### config.mk
export PLATFORM = sky130hd
export DESIGN_NAME = cache_arbiter
export DESIGN_NICKNAME = d
export VERILOG_FILES = /design/src/rtl/cache_arbiter.sv
export SDC_FILE = /design/constraint.sdc
export NUM_CORES = 1
export LEC_CHECK = 0
export CAP_MARGIN = 0
export CORE_AREA = 2 2 546 548
export CTS_BUF_LIST = sky130_fd_sc_hd__clkbuf_8
export DETAILED_ROUTE_END_ITERATION = 8
export DIE_AREA = 0 0 548 550
export PLACE_DENSITY = 0.3
export SLEW_MARGIN = 40
export SYNTH_ARGS = -nofsm -noshare
export SYNTH_HDL_FRONTEND = slang
export SYNTH_SLANG_ARGS = --single-unit
### constraint.sdc
create_clock -name clk -period 1.9 [get_ports clk]
set_clock_uncertainty 0.1 [all_clocks]
set_input_delay 0.19 -clock clk [delete_from_list [all_inputs] [get_ports clk]]
set_output_delay 0.19 -clock clk [all_outputs]
set_load 0.1 [all_outputs]
### src/rtl/cache_arbiter.sv
// rtl/cache_arbiter.sv - two-requester (icache/dcache) arbiter onto one memory port
//
// Purpose: grants either the icache line fill or the dcache fill/writeback
// to a single physical-memory port and routes the completion back.
// Optional: define CACHE_ARB_ROUND_ROBIN_EN for round-robin tie breaking;
// otherwise the dcache always wins ties.
//
// Ports:
//   clk, rst                      clock, asynchronous active-low reset
//   i_read, i_addr                icache fill request and line address
//   i_resp, i_rdata               icache completion and fill data
//   d_read, d_write, d_addr       dcache fill / writeback request and address
//   d_wdata                       dcache writeback data
//   d_resp, d_rdata               dcache completion and fill data
//   pmem_read, pmem_write         registered memory commands
//   pmem_addr, pmem_wdata         registered memory address / write data
//   pmem_rdata, pmem_resp         memory read data and completion

module cache_arbiter #(
  parameter int unsigned LINE_W = 256,
  parameter int unsigned ADDR_W = 32
) (
  input  logic              clk,
  input  logic              rst,
  input  logic              i_read,
  input  logic [ADDR_W-1:0] i_addr,
  output logic              i_resp,
  output logic [LINE_W-1:0] i_rdata,
  input  logic              d_read,
  input  logic              d_write,
  input  logic [ADDR_W-1:0] d_addr,
  input  logic [LINE_W-1:0] d_wdata,
  output logic              d_resp,
  output logic [LINE_W-1:0] d_rdata,
  output logic              pmem_read,
  output logic              pmem_write,
  output logic [ADDR_W-1:0] pmem_addr,
  output logic [LINE_W-1:0] pmem_wdata,
  input  logic [LINE_W-1:0] pmem_rdata,
  input  logic              pmem_resp
);

  typedef enum logic [1:0] {IDLE, I_SERVE, D_SERVE} state_t;

  state_t state;
  state_t state_nxt;
  logic   d_req;
  logic   grant_i;
  logic   grant_d;

  assign d_req = d_read | d_write;

`ifdef CACHE_ARB_ROUND_ROBIN_EN
  // last_grant: 1 = dcache was granted last, 0 = icache.
  localparam logic LG_D = 1'b1;
  localparam logic LG_I = 1'b0;
  logic last_grant;

  // On a tie the side that did not win last time takes the grant.
  always_comb begin
    grant_d = d_req & (~i_read | (last_grant == LG_I));
    grant_i = i_read & ~grant_d;
  end

  always_ff @(posedge clk or negedge rst) begin
    if (!rst) begin
      last_grant <= LG_D;
    end else if (state == IDLE) begin
      if (grant_d)      last_grant <= LG_D;
      else if (grant_i) last_grant <= LG_I;
    end
  end
`else
  always_comb begin
    grant_d = d_req;
    grant_i = i_read & ~d_req;
  end
`endif

  always_comb begin
    state_nxt = state;
    case (state)
      IDLE: begin
        if (grant_d)      state_nxt = D_SERVE;
        else if (grant_i) state_nxt = I_SERVE;
      end
      I_SERVE, D_SERVE: begin
        // Always pass through IDLE, so back-to-back grants get an idle gap.
        if (pmem_resp) state_nxt = IDLE;
      end
      default: state_nxt = IDLE;
    endcase
  end

  always_ff @(posedge clk or negedge rst) begin
    if (!rst) state <= IDLE;
    else      state <= state_nxt;
  end

  // Command/address/data are captured once at grant and then frozen, so
  // requester changes during service cannot disturb the memory transaction.
  always_ff @(posedge clk or negedge rst) begin
    if (!rst) begin
      pmem_read  <= 1'b0;
      pmem_write <= 1'b0;
      pmem_addr  <= '0;
      pmem_wdata <= '0;
    end else if (state == IDLE) begin
      if (grant_d) begin
        // A simultaneous read and write from the dcache issues the writeback.
        pmem_read  <= d_read & ~d_write;
        pmem_write <= d_write;
        pmem_addr  <= d_addr;
        pmem_wdata <= d_wdata;
      end else if (grant_i) begin
        pmem_read  <= 1'b1;
        pmem_write <= 1'b0;
        pmem_addr  <= i_addr;
      end
    end else if (pmem_resp) begin
      pmem_read  <= 1'b0;
      pmem_write <= 1'b0;
    end
  end

  assign i_resp  = (state == I_SERVE) & pmem_resp;
  assign d_resp  = (state == D_SERVE) & pmem_resp;
  assign i_rdata = pmem_rdata;
  assign d_rdata = pmem_rdata;

endmodule
==> results.toml <==
[outcome]
status = "finished, violations left"
violations = "negative setup slack"

[floorplan]
die_area_um2 = 301000
io_pins = 1386
coreArea_um2 = 296000
die_y_um = 550
die_w_um = 548
start_util_pct = 5.10
rows = 200

[clock_tree]
cts_inserted_buffers = 74
cts.sinks = 292
clk_pin_slew_ns = 0.05
max-clock-path-buffers = 4
root_buffer = "clkbuf_8"
htree_levels = 3
worstSkewPairLatency_ns = 0.85
cts_tree = "yes"

[timing]
final.setup.worst_slack_ns = -0.245
fmax_mhz = 466
setup_viol = 259
rsz0062_at_grt = "yes"
hold_viol = 0
hold_ws_ns = 0.107
post-route-period-util_pct = 113
period_minus_slack_ns = 2.14
relSlewSlack_pct = 78.5
tightest_slew_ns = 0.325
drv_slew = 0

[critical_path]
r2r_cells = 10
r2r-start = "state[0]"
crit_path_max_fanout = 2
crit_chain = "buf_4 > ha_4 > and2_4 > buf_12"
rr_endpoint = "pmem_wdata[190]"
required_ns = 1.61
reg2reg_setup_slack_ns = -0.24
crit_slowest_cell = "dfrtp_1"
critPathArrivalTime_ns = 1.85
cp-end-kind = "output pin"
worstSetupPathType = "register to output pin"
crit_family = "flip-flops"
crit_path_start_kind = "register"
path_buf_inv = 2
slowest_delay_ns = 0.39

[hold_path]
holdCritStartpoint = "i_addr[1]"
hold_path_end = "pmem_addr[1]"
hp-class = "primary input to register"
hold_depth = 4

[synthesis]
netlist_area_um2 = 15100
synth_cell_types = 24
ys_ff_latch = 292
synth_cells = 1221
seq_area_frac_synth_pct = 48.5
synth_nets = 1806
avgSynthCellArea_um2 = 12.3
yosysWarnings = 0

[final_layout]
final_nets = 2408
drive_above_1_share_pct = 44.7
fin_util_pct = 10.7
area_delta_synth_final_pct = 110

[global_routing]
grt_pass1_wl_mm = 151
grt_max_degree = 46
grtUsageTotal_pct = 7.97
grt_pass1_vias = 12800
overflow = 0
antenna_found_initial = 69

[power_and_ir_drop]
p_leak_uw = 0.0127
total_power_uw = 73500
peakVddDrop_v = 0.00103
powerDensity_nw_per_um2 = 2320

[routing]
drt-total-wl_mm = 127
ant_nets = 0
viasPerCell = 2.00
remaining_drc_errors = 0
vias = 11600
drt_first_pass_iters = 4
routedWlPerCell_um = 21.8
drt_iter0_drc = 422

[placed_design]
hpwl_mm = 103
port_buffers = 617
place_congestion = 0.714

[job]
maxCapViolations = 0
==> worst max path at each step <==
stage / slack [ns] / from / end / depth (start not counted)
finish: -0.24 / state[1] / d_resp / 4
floorplan: 0.16 / state[0] / pmem_wdata[100] / 7
global placement: -0.21 / d_write / pmem_wdata[180] / 5
CTS: -0.39 / state[0] / i_resp / 4
detailed placement: -0.21 / d_write / pmem_wdata[177] / 5
global route: -0.36 / state[0] / d_resp / 5
==> cell usage after synthesis <==
cell type,number,share of area (%)
nor2_2,1,0.042
ha_1,3,0.25
o21ai_0,34,1.1
a22o_1,1,0.058
dfrtp_1,292,49
clkbuf_2,2,0.066
nand2_1,34,0.85
o22ai_1,1,0.042
o21ai_2,1,0.058
inv_1,3,0.075
nor3_1,1,0.033
mux2i_1,32,2.1
nor2b_1,1,0.042
mux2_2,256,19
buf_4,539,27
a31oi_1,1,0.042
or4_1,1,0.050
nor2_1,2,0.050
a21oi_1,1,0.033
buf_2,7,0.23
o31ai_2,1,0.083
and2_1,2,0.083
nor3b_1,1,0.050
clkbuf_1,4,0.10
==> logic make-up (layout without fill, tap and decap cells) <==
| logic type | after synthesis | after routing | share of synthesized area [%] |
|---|---|---|---|
| buffers and inverters | 555 | 1200 | 27.3 |
| adders and majority gates | 3 | 3 | 0.249 |
| and+or+nand+nor | 43 | 43 | 1.20 |
| muxes | 288 | 288 | 21.3 |
| other | 0 | 8 | 0 |
| DFF | 292 | 292 | 48.5 |
| AOI/OAI and AO/OA | 40 | 40 | 1.45 |
==> power by group <==
| part | internal (uW) | leakage (uW) | total [uW] | switching [uW] |
|---|---|---|---|---|
| Combinational | 18800 | 0.00855 | 52500 | 33600 |
| Sequential | 9540 | 0.00339 | 13300 | 3760 |
| Clock | 4000 | 0.000770 | 7720 | 3710 |
| Total | 32400 | 0.0127 | 73500 | 41100 |
==> stage by stage <==
step | cells | instance area (um2) | worst slack, ns | setup TNS, ns
final | 5813 | 31700 | -0.245 | -36.06
after global routing | 5808 | 31700 | -0.365 | -53.65
after CTS | 5782 | 30500 | -0.386 | -27.91
after detailed placement | 5302 | 24200 | -0.209 | -40.12
after global placement | 5302 | 24200 | -0.209 | -41.64
after floorplan | 1221 | 15100 | 0.158 | 0
==> worst min-delay path: cells and delay by family <==
| kind | cells | cell delay [ns] |
|---|---|---|
| mux | 1 | 0.15 |
| buf+inv | 2 | 0.60 |
| compound gates | 1 | 0.06 |
==> final cells by class <==
class                           instances  area, um2
Antenna cell                            8       20.0
Clock buffer                           81       1110
Clock inverter                         38        198
Fill cell                           33600     264000
Inverter                                3       11.3
Multi-Input combinational cell        374       4660
Sequential cell                       292       7350
Tap cell                             3939       4930
Timing Repair Buffer                 1078      13400
==> state kept, by name, indices dropped and copies added, names as in the netlist <==
signal / cells
pmem_write: 1
pmem_wdata: 256
state: 2
pmem_read: 1
pmem_addr: 32
==> per-layer routing <==
| metal | share of wire (%) | global-route usage [%] | wire length (um) |
|---|---|---|---|
| met5 | 0.23 | 0.578 | 289 |
| met4 | 6.3 | 4.75 | 8000 |
| met3 | 20 | 7.37 | 25800 |
| met2 | 39 | 11.0 | 49800 |
| met1 | 34 | 7.68 | 43100 |
==> cells in the final DEF (no fill, tap or decap), types with 38 or more instances in the layout <==
| cell type | instances |
|---|---|
| buf_12 | 206 |
| buf_4 | 64 |
| buf_6 | 96 |
| buf_8 | 43 |
| clkbuf_8 | 81 |
| clkdlybuf4s50_1 | 324 |
| dfrtp_1 | 254 |
| dfrtp_2 | 38 |
| dlygate4sd3_1 | 321 |
| mux2_4 | 254 |
==> repair_timing <==
item	4_1_cts	5_1_grt
endpoints found under the hold margin	583	0
cloned	14	12
pin swaps	1	1
setup buffers	25	24
gates resized for setup	319	263
setup endpoints to repair	331	320
hold buffers	322	0
No activity file was read; power rests on OpenSTA's default activity.
